==> src/rtl/wdata_memory_pkg.sv <==
// -----------------------------------------------------------------------------
// wdata_memory_pkg
// Shared DSP constants and types for the write-side data memory and its
// read-side counterpart.
//   DSP_DATA_W : default operand word width
//   DSP_DEPTH  : default entries per bank
//   state_t    : write-side FSM states (IDLE / WRITE / FULL)
// -----------------------------------------------------------------------------
package wdata_memory_pkg;

  localparam int DSP_DATA_W = 32;
  localparam int DSP_DEPTH  = 16;

  typedef enum logic [1:0] {
    IDLE  = 2'd0,
    WRITE = 2'd1,
    FULL  = 2'd2
  } state_t;

endpackage

==> src/rtl/wdata_memory_if.sv <==
// -----------------------------------------------------------------------------
// wdata_memory_if
// Operand-pair write handshake plus the registered read port.
//   wr_valid, wr_ready       : valid/ready handshake for one pair per beat
//   write_data1, write_data2 : operand pair (bank 1 / bank 2)
//   rd_addr                  : read address
//   read_data1, read_data2   : registered read data (bank 1 / bank 2)
// master = producer/consumer side, slave = the memory.
// -----------------------------------------------------------------------------
interface wdata_memory_if
  import wdata_memory_pkg::*;
#(
  parameter int DATA_W = DSP_DATA_W,
  parameter int ADDR_W = $clog2(DSP_DEPTH)
);

  logic              wr_valid;
  logic              wr_ready;
  logic [DATA_W-1:0] write_data1;
  logic [DATA_W-1:0] write_data2;
  logic [ADDR_W-1:0] rd_addr;
  logic [DATA_W-1:0] read_data1;
  logic [DATA_W-1:0] read_data2;

  modport master (
    output wr_valid, write_data1, write_data2, rd_addr,
    input  wr_ready, read_data1, read_data2
  );

  modport slave (
    input  wr_valid, write_data1, write_data2, rd_addr,
    output wr_ready, read_data1, read_data2
  );

endinterface

==> src/rtl/wdata_bank.sv <==
// -----------------------------------------------------------------------------
// wdata_bank
// Single DEPTH x DATA_W storage bank with a synchronous write port and a
// registered read port. The array itself is not reset; the read register is.
//   clk, rst         : clock, synchronous active-high reset
//   wr_en, wr_addr,
//   wr_data          : write port
//   rd_en, rd_addr   : read request; rd_en=0 yields zero on rd_data
//   rd_data          : registered read data
// -----------------------------------------------------------------------------
module wdata_bank #(
  parameter  int DATA_W = 32,
  parameter  int DEPTH  = 16,
  localparam int ADDR_W = $clog2(DEPTH)
) (
  input  logic              clk,
  input  logic              rst,
  input  logic              wr_en,
  input  logic [ADDR_W-1:0] wr_addr,
  input  logic [DATA_W-1:0] wr_data,
  input  logic              rd_en,
  input  logic [ADDR_W-1:0] rd_addr,
  output logic [DATA_W-1:0] rd_data
);

  logic [DATA_W-1:0] mem_r [DEPTH];

  // Storage write; contents are meaningful only where the owner says so.
  always_ff @(posedge clk) begin
    if (wr_en) begin
      mem_r[wr_addr] <= wr_data;
    end
  end

  // Registered read; an invalid request reads as zero rather than stale data.
  always_ff @(posedge clk) begin
    if (rst) begin
      rd_data <= {DATA_W{1'b0}};
    end else if (rd_en) begin
      rd_data <= mem_r[rd_addr];
    end else begin
      rd_data <= {DATA_W{1'b0}};
    end
  end

endmodule

==> src/rtl/wdata_memory.sv <==
// -----------------------------------------------------------------------------
// wdata_memory
// Write-side DSP data memory. Accepts operand pairs over a valid/ready
// handshake and stores them in two parallel banks at an auto-incrementing
// address; flags full/done when all DEPTH entries are written.
//   clk, rst  : clock, synchronous active-high reset
//   enable    : arms writing; low pauses (WRITE) or clears and rearms (FULL)
//   bus       : wdata_memory_if.slave (write handshake + registered read port)
//   wr_count  : pairs stored, 0..DEPTH
//   full      : buffer complete
//   done      : one-cycle pulse on completion
// -----------------------------------------------------------------------------
module wdata_memory
  import wdata_memory_pkg::*;
#(
  parameter  int DATA_W = DSP_DATA_W,
  parameter  int DEPTH  = DSP_DEPTH,
  localparam int ADDR_W = $clog2(DEPTH)
) (
  input  logic               clk,
  input  logic               rst,
  input  logic               enable,
  wdata_memory_if.slave      bus,
  output logic [ADDR_W:0]    wr_count,
  output logic               full,
  output logic               done
);

  localparam logic [ADDR_W:0] CNT_ZERO = (ADDR_W+1)'(0);
  localparam logic [ADDR_W:0] CNT_ONE  = (ADDR_W+1)'(1);
  localparam logic [ADDR_W:0] LAST_IDX = (ADDR_W+1)'(DEPTH - 1);

  state_t          state_r;
  logic [ADDR_W:0] count_r;
  logic            full_r;
  logic            done_r;

  logic            ready_s;
  logic            accept_s;
  logic            bank_wr_en_s;
  logic            rd_valid_s;

  // Handshake decode: ready never looks at wr_valid; reset drops any accept.
  always_comb begin
    ready_s      = 1'b0;
    accept_s     = 1'b0;
    bank_wr_en_s = 1'b0;
    rd_valid_s   = 1'b0;
    if (state_r == WRITE) begin
      ready_s = enable;
    end else begin
      ready_s = 1'b0;
    end
    accept_s     = ready_s & bus.wr_valid;
    bank_wr_en_s = accept_s & ~rst;
    // Compare against the pre-edge count so the entry being written this
    // cycle still reads as zero.
    rd_valid_s   = ({1'b0, bus.rd_addr} < count_r);
  end

  // Control FSM with write counter and registered full/done flags.
  always_ff @(posedge clk) begin
    if (rst) begin
      state_r <= IDLE;
      count_r <= CNT_ZERO;
      full_r  <= 1'b0;
      done_r  <= 1'b0;
    end else begin
      done_r <= 1'b0;
      case (state_r)
        IDLE: begin
          full_r <= 1'b0;
          if (enable) begin
            state_r <= WRITE;
          end else begin
            state_r <= IDLE;
          end
        end
        WRITE: begin
          if (!enable) begin
            // Pause: count is held so writing resumes at the same address.
            state_r <= IDLE;
            full_r  <= 1'b0;
          end else if (accept_s) begin
            count_r <= count_r + CNT_ONE;
            if (count_r == LAST_IDX) begin
              state_r <= FULL;
              full_r  <= 1'b1;
              done_r  <= 1'b1;
            end else begin
              state_r <= WRITE;
              full_r  <= 1'b0;
            end
          end else begin
            state_r <= WRITE;
            full_r  <= 1'b0;
          end
        end
        FULL: begin
          if (!enable) begin
            // Leaving FULL discards the buffer and rearms from address 0.
            state_r <= IDLE;
            count_r <= CNT_ZERO;
            full_r  <= 1'b0;
          end else begin
            state_r <= FULL;
            full_r  <= 1'b1;
          end
        end
        default: begin
          state_r <= IDLE;
          count_r <= CNT_ZERO;
          full_r  <= 1'b0;
        end
      endcase
    end
  end

  assign bus.wr_ready = ready_s;
  assign wr_count     = count_r;
  assign full         = full_r;
  assign done         = done_r;

  wdata_bank #(
    .DATA_W (DATA_W),
    .DEPTH  (DEPTH)
  ) u_bank1 (
    .clk     (clk),
    .rst     (rst),
    .wr_en   (bank_wr_en_s),
    .wr_addr (count_r[ADDR_W-1:0]),
    .wr_data (bus.write_data1),
    .rd_en   (rd_valid_s),
    .rd_addr (bus.rd_addr),
    .rd_data (bus.read_data1)
  );

  wdata_bank #(
    .DATA_W (DATA_W),
    .DEPTH  (DEPTH)
  ) u_bank2 (
    .clk     (clk),
    .rst     (rst),
    .wr_en   (bank_wr_en_s),
    .wr_addr (count_r[ADDR_W-1:0]),
    .wr_data (bus.write_data2),
    .rd_en   (rd_valid_s),
    .rd_addr (bus.rd_addr),
    .rd_data (bus.read_data2)
  );

endmodule
==> src/flat_wrapper.sv <==
// flat-port wrapper written by rule: the top's interface ports become plain ports
module wdata_memory_flat import wdata_memory_pkg::*;
#(
  parameter  int DATA_W = DSP_DATA_W,
  parameter  int DEPTH  = DSP_DEPTH,
  localparam int ADDR_W = $clog2(DEPTH)
)
  (clk, rst, enable, wr_count, full, done, bus_wr_valid, bus_write_data1, bus_write_data2, bus_rd_addr, bus_wr_ready, bus_read_data1, bus_read_data2);
  wdata_memory_if #(.DATA_W(DATA_W)) bus_i ();
  input  logic clk;
  input  logic rst;
  input  logic enable;
  output logic [ADDR_W:0] wr_count;
  output logic full;
  output logic done;
  input wire logic [$bits(bus_i.wr_valid)-1:0] bus_wr_valid;
  input wire logic [$bits(bus_i.write_data1)-1:0] bus_write_data1;
  input wire logic [$bits(bus_i.write_data2)-1:0] bus_write_data2;
  input wire logic [$bits(bus_i.rd_addr)-1:0] bus_rd_addr;
  output wire logic [$bits(bus_i.wr_ready)-1:0] bus_wr_ready;
  output wire logic [$bits(bus_i.read_data1)-1:0] bus_read_data1;
  output wire logic [$bits(bus_i.read_data2)-1:0] bus_read_data2;
  assign bus_i.wr_valid = bus_wr_valid;
  assign bus_i.write_data1 = bus_write_data1;
  assign bus_i.write_data2 = bus_write_data2;
  assign bus_i.rd_addr = bus_rd_addr;
  assign bus_wr_ready = bus_i.wr_ready;
  assign bus_read_data1 = bus_i.read_data1;
  assign bus_read_data2 = bus_i.read_data2;
  wdata_memory #(.DATA_W(DATA_W), .DEPTH(DEPTH)) u_core (.clk(clk), .rst(rst), .enable(enable), .bus(bus_i), .wr_count(wr_count), .full(full), .done(done));
endmodule
==> config.mk <==
export PLATFORM = sky130hd
export DESIGN_NAME = wdata_memory_flat
export DESIGN_NICKNAME = d
export VERILOG_FILES = /design/src/rtl/wdata_memory_pkg.sv /design/src/rtl/wdata_memory_if.sv /design/src/rtl/wdata_bank.sv /design/src/rtl/wdata_memory.sv /design/src/flat_wrapper.sv
export SDC_FILE = /design/constraint.sdc
export NUM_CORES = 1
export LEC_CHECK = 0
export BUFFER_PORTS_ARGS = -buffer_cell sky130_fd_sc_hd__buf_2
export CAP_MARGIN = 40
export CORE_ASPECT_RATIO = 0.5
export CORE_MARGIN = 2
export CORE_UTILIZATION = 48
export CTS_CLUSTER_DIAMETER = 120
export CTS_CLUSTER_SIZE = 12
export DETAILED_ROUTE_END_ITERATION = 8
export GPL_ROUTABILITY_DRIVEN = 0
export GPL_TIMING_DRIVEN = 1
export SLEW_MARGIN = 20
export SYNTH_ARGS = -nofsm -noshare
export SYNTH_HDL_FRONTEND = slang
export SYNTH_HIERARCHICAL = 1
export SYNTH_SLANG_ARGS = --single-unit
==> constraint.sdc <==
create_clock -name clk -period 6.1 [get_ports clk]
set_input_delay 1.22 -clock clk [delete_from_list [all_inputs] [get_ports clk]]
set_output_delay 1.22 -clock clk [all_outputs]
set_load 0.05 [all_outputs]
### After elaboration in Yosys (flattened, before gate mapping)

Memories as Yosys holds them, arrays and structs flattened. A register that Yosys moved wholly into a read port is not among the register bits.
Index checks and enable logic that the tools add are counted.

* register bits: 9
* bits of input ports: 72
* RAM bits: 1024
* memories: 2
* logic and storage cells: 42
* output and inout port bits: 72

Memories
* u_core.u_bank1.mem_r: words 16, bits a word 32, rd ports 1, clocked after Yosys merged registers in 1, wr ports 1, line wdata_bank.sv:26 `logic [DATA_W-1:0] mem_r [DEPTH];`
* u_core.u_bank2.mem_r: words 16, bits a word 32, rd ports 1, clocked after Yosys merged registers in 1, wr ports 1, line wdata_bank.sv:26

* $add $sub $neg: 1
* magnitude comparators: 1
* reduce and logical (&&, ||, !) cells: 4
* mux-type cells: 18
* equality and inequality tests: 6
* bitwise gates (word level): 6

Operator list (count)
* $mux 5: 3
* $pmux 5 s3: 1
* $mux 1: 8
* $mux 2: 4
* $pmux 2 s3: 1
* $add 5x1->5 const B: 1
* $eq 5x4->1 const B: 1
* $lt 4x5->1: 1
* $ne 2x2->1 const B: 2
* $not 1->1: 4
* $reduce_and 4->1: 1
* $reduce_or 2->1: 2
* $and 1x1->1: 2
* $eq 2x1->1 const B: 1
* $eq 2x2->1 const B: 1
* $logic_not 2->1: 1
* $ne 2x1->1 const B: 1
* $pmux 1 s2: 1

### Longest topological paths before layout

* word-level depth: 6
* mapped depth: 11
* gate-level depth less buffers: 9

### Hierarchy

Netlist, hierarchy kept.

By module, submodules not included
* wdata_bank at u_core.u_bank2: instances 1, seq. area each 16015.4 um^2, cells each 1053, area an instance 20510.9 um^2
* wdata_bank at u_core.u_bank1: instances 1, seq. area each 16015.4 um^2, cells each 1053, area an instance 20509.7 um^2
* wdata_memory: instances 1, seq. area each 180.2 um^2, cells each 64, area an instance 563.0 um^2

### Worst setup path before layout

OpenSTA, ideal clock, no wires.

* kind: input to register
* start point: in rst
* end point: mem u_core.u_bank1.mem_r[0][0], enable pin
* stages on the path: 4
* path buffers: 1
* slack: 0.958 ns
* arrival time: 4.681 ns
* setup time: 0.461 ns
* data required time: 5.639 ns
* cells stage by stage: clkbuf_1 -> nor3b_1 -> or3b_2 -> nor3_1

* word-level cells in the longest chain between the ends: 4

Ends and longest elaborated chain
* start, declared: line flat_wrapper.sv:11 `input logic rst;`
* $not 1->1: line wdata_memory.sv:55 `bank_wr_en_s = accept_s & ~rst;`
* $and 1x1->1: line wdata_memory.sv:55
* named net u_core.bank_wr_en_s: line wdata_memory.sv:40 `logic bank_wr_en_s;`
* $mux 1: line wdata_bank.sv:30 `if (wr_en) begin`
* $mux 1 (implied by the code): line wdata_bank.sv:31 `mem_r[wr_addr] <= wr_data;`
* end, declared: line wdata_bank.sv:26

The timed path passes the listed nets, and every way through them passes these cells.

### Final worst setup path

* start point: reg u_core.state_r[1]
* end point: mem u_core.u_bank2.mem_r[3][2], enable pin

* word-level cells in the longest chain between the ends: 6

Ends and longest elaborated chain
* start, declared: line wdata_memory.sv:33 `state_t state_r;`
* start signal, assigned: line wdata_memory.sv:64 `state_r <= IDLE;`
* start signal, assigned: line wdata_memory.sv:74 `state_r <= WRITE;`
* start signal, assigned: line wdata_memory.sv:76 `state_r <= IDLE;`
* $eq 2x1->1: line wdata_memory.sv:49 `if (state_r == WRITE) begin`
* $mux 1: line wdata_memory.sv:49
* $and 1x1->1: line wdata_memory.sv:54 `accept_s = ready_s & bus.wr_valid;`
* $and 1x1->1: line wdata_memory.sv:55
* named net u_core.bank_wr_en_s: line wdata_memory.sv:40
* $mux 1: line wdata_bank.sv:30
* $mux 1 (implied by the code): line wdata_bank.sv:31
* end, declared: line wdata_bank.sv:26

The timed path passes the listed nets, and every way through them passes these cells.

==> results by group <==
Layout
  – Commonest non-fill, non-tap cells in the layout: 1024 x edfxtp_1, 328 x mux2i_1, 141 x buf_2
  – Design area: 47200 µm²
  – # fillers: around 6.7k
  – Commonest non-fill, non-tap cell in the layout: edfxtp_1
  – Fin nets: 2450
  – Layout cells sized above 1: 0.204
  – Area Overhead vs Synth: 13.5%

Detailed routing
  – Vias after detailed routing: 20.6k
  – Iteration-0 DRC Markers: 1810
  – First drt pass iteration count: 5
  – DRC: 0
  – Drt total wl: ~92000 µm
  – WL per Instance: 25.5 µm
  – Final ANT Viol Nets: 0
  – Vias per Instance: 5.68

STA
  – Worst hold slack: between 400 and 500 ps
  – Rel. slew slack: 0.389
  – RSZ-0062 raised after global routing: no
  – Skew final: 37.8 ps
  – Fmax: 0.276 GHz
  – Slew @ Worst Pin: 917 ps
  – Fin crit share: 0.595
  – Final hold viol count: 0
  – Sum of negative setup slack: 0 ps
  – Fin crit period: 3630 ps
  – Final setup vio count: 0
  – Fin. max-slew vios: 0

GRT
  – Vias in the first global route: roughly 21k
  – First-pass GRT wire length: 136000 µm
  – Largest net degree at the start of global routing: 91
  – Layer carrying the most global-route usage: met2
  – Met2 Usage GRT: 0.334
  – Congestion Overflow GR: 0
  – Routing usage on met1: 0.297
  – Tot GR Track Use: 0.208
  – Initial antenna violation count: 3
  – Met3 Resource Use GR: 0.0380

Power and ir drop
  – Cell leakage power: about 16 nW
  – Switch Pwr: 3.18 mW
  – Sw frac: 0.215
  – Internal power: around 12 mW
  – Max VDD drop: between 0.2 and 0.25 mV
  – Power, Total: 14.8 mW
  – Cell Pwr Density: 314 nW/µm²
  – Flop pwr share: 0.558
  – Clock power frac: 0.395
  – Gate power share: 0.047

Clocking
  – CTS root buf: clkbuf_16
  – CTS Buf Count: 101
  – Postcts setup bufs: 0
  – Clock Path Buffers: 3
  – Worst skew pair latency: 700 ps
  – Worst-path clk slew: 60 ps
  – H-tree Lvls: 3
  – Clock sinks: 1097
  – Post-cts sizing count: 0
  – TritonCTS clock tree: done
  – Hold-fix buffers at CTS: 0

Yosys
  – Post-synthesis cell type count: 44
  – FF+latch count, synth: 1097
  – Avg Cell Area, Syn: between 15 and 20 µm²
  – Largest family of logic cells by synthesized area: multiplexers
  – Synth Cell Area: ~42000 µm²
  – Number of synthesized flops with an enable pin: ~1.0k
  – Synth Area in XOR/XNOR: 0
  – Post-synth ARST share: 0
  – Gate count of the mapped netlist: 2170
  – Synth Warn #: 6
  – Simple-Gate Fraction of Synth Area: 0.0235
  – Compound-Gate Fraction of Synth Area: 0.0477
  – Seq/Total Area, Yosys: 0.775
  – Mapped Nets: 2251
  – Multiplexer area fraction after synthesis: 0.129
  – Adder-cell share of the synthesized area: 0.00271
  – Primary FF master, synth: edfxtp_1

Critical path
  – Critical Path AT: around 4000 ps
  – CP Class: reg2reg
  – Setup slack, reg-to-reg: 2470 ps
  – Req. time, crit path: 6430 ps
  – CP endpoint kind: flip-flop
  – Crit path max fanout: 17
  – Crit path launch type: flip-flop

Floorplan
  – Die H: 212 µm
  – I/O pin count: 144
  – Floorplan core area: 86000 µm²
  – Starting density of the core: 0.484
  – Die width: about 420 µm
  – Die area: slightly below 90000 µm²
  – Num rows: 76

Job
  – Max cap viols: 0

Status
  – Outcome: complete, no violations

Placed design
  – IO Port Bufs: 143
  – Post-Place Cell Area: 44000 µm²
  – Final HPWL DP: 51500 µm

Min path
  – Worst hold path class: reg2reg
-- power groups by stage --
stage	Combinational [mW]	Clock (mW)	Sequential, mW
after floorplan	0.354	0	8.51
after global placement	0.675	0	8.42
after detailed placement	0.702	0	8.42
after CTS	0.703	5.98	8.26
after global routing	0.748	6.30	8.25
final	0.699	5.85	8.26
-- synth_stat cells, types with 2 or more instances --
master    number  share of area
buf_1          3        0.00027
o221ai_1      56          0.012
or2_2          2        0.00030
and2_1         3        0.00045
a22oi_1      134          0.024
mux2_2        56          0.015
a21oi_1       63         0.0076
buf_2         30         0.0036
nand2_1       72         0.0065
buf_6         30         0.0081
o21ai_0        2        0.00024
buf_4         14         0.0025
ha_1           9         0.0027
edfxtp_1    1024           0.74
o21ai_1        6        0.00072
nor3_1        11         0.0013
or3b_2         2        0.00042
mux4_2        62          0.034
mux2i_1      328          0.079
buf_8          2        0.00072
nand2_2        2        0.00030
nor3b_1        2        0.00036
and3b_1        2        0.00042
mux4_1         2         0.0013
nor2b_1        4        0.00060
nand3b_1       6         0.0011
inv_1         10        0.00090
clkbuf_1      39         0.0035
or3b_1         2        0.00042
o211ai_1       9         0.0016
nor2_1        27         0.0024
nand2b_1       5        0.00075
dfxtp_1       73          0.035
buf_12         6         0.0029
nand3_1       63         0.0076
-- routing by layer --
layer | routed length (µm) | share of wire
met1 | 41200 | 0.45
met2 | 44300 | 0.48
met3 | 5000 | 0.054
met4 | 1730 | 0.019
met5 | 0 | 0
-- registers in the layout, indices dropped and copies added (netlist names) --
register                count
u_core/full                 1
u_core/u_bank1/rd_data     32
u_core/state_r              2
u_core/wr_count             5
u_core/u_bank2/rd_data     32
u_core/done                 1
u_core/u_bank2/mem_r      512
u_core/u_bank1/mem_r      512
-- cell families after synthesis --
kind of cell / Yosys count
adder cells (fa/ha/maj): 9
buffers and inverters: 134
AO/OA/AOI/OAI: 276
multiplexers: 448
flip-flops: 1097
AND/OR/NAND/NOR: 206
-- worst paths after layout --
kind | start | end | cells after the start
setup / recovery | u_core/state_r[1] | u_core/u_bank2/mem_r[3][2] | 7
setup reg to reg | u_core/state_r[1] | u_core/u_bank2/mem_r[3][2] | 7
hold reg to reg | u_core/wr_count[4] | u_core/wr_count[4] | 2
hold / removal | u_core/wr_count[4] | u_core/wr_count[4] | 2
-- per-stage QoR --
| step | utilization | instances | worst slack [ps] |
|---|---|---|---|
| 4_1_cts | 0.547 | 3613 | 2470 |
| 2_1_floorplan | - | 2170 | 958 |
| 5_1_grt | 0.549 | 3622 | 2330 |
| 3_3_place_gp | 0.507 | 3411 | 1530 |
| 3_5_place_dp | 0.512 | 3429 | 1940 |
| 6_report | 0.549 | 3622 | 2470 |
-- layout make-up --
class / instances / area [µm²] / share of cell area
antenna: 2 / 5.00 / 0.000106
clock inverter: 7 / 155 / 0.00329
inverter: 10 / 37.5 / 0.000796
clock buffer: 177 / 2830 / 0.0601
timing repair buffer: 220 / 1760 / 0.0373
sequential: 1097 / 32200 / 0.683
tap: 1170 / 1460 / 0.0310
multi-input combinational: 939 / 8710 / 0.185
-- worst max-delay path, cell delays in order (launching register included) --
cell     delay (ps)
dfxtp_1         320
inv_1            80
ha_1            390
nand2_1         170
nor3b_2         630
or3b_2          630
nor2_4          560
buf_4           460
Note: power is estimated with default switching activity, not from simulation.
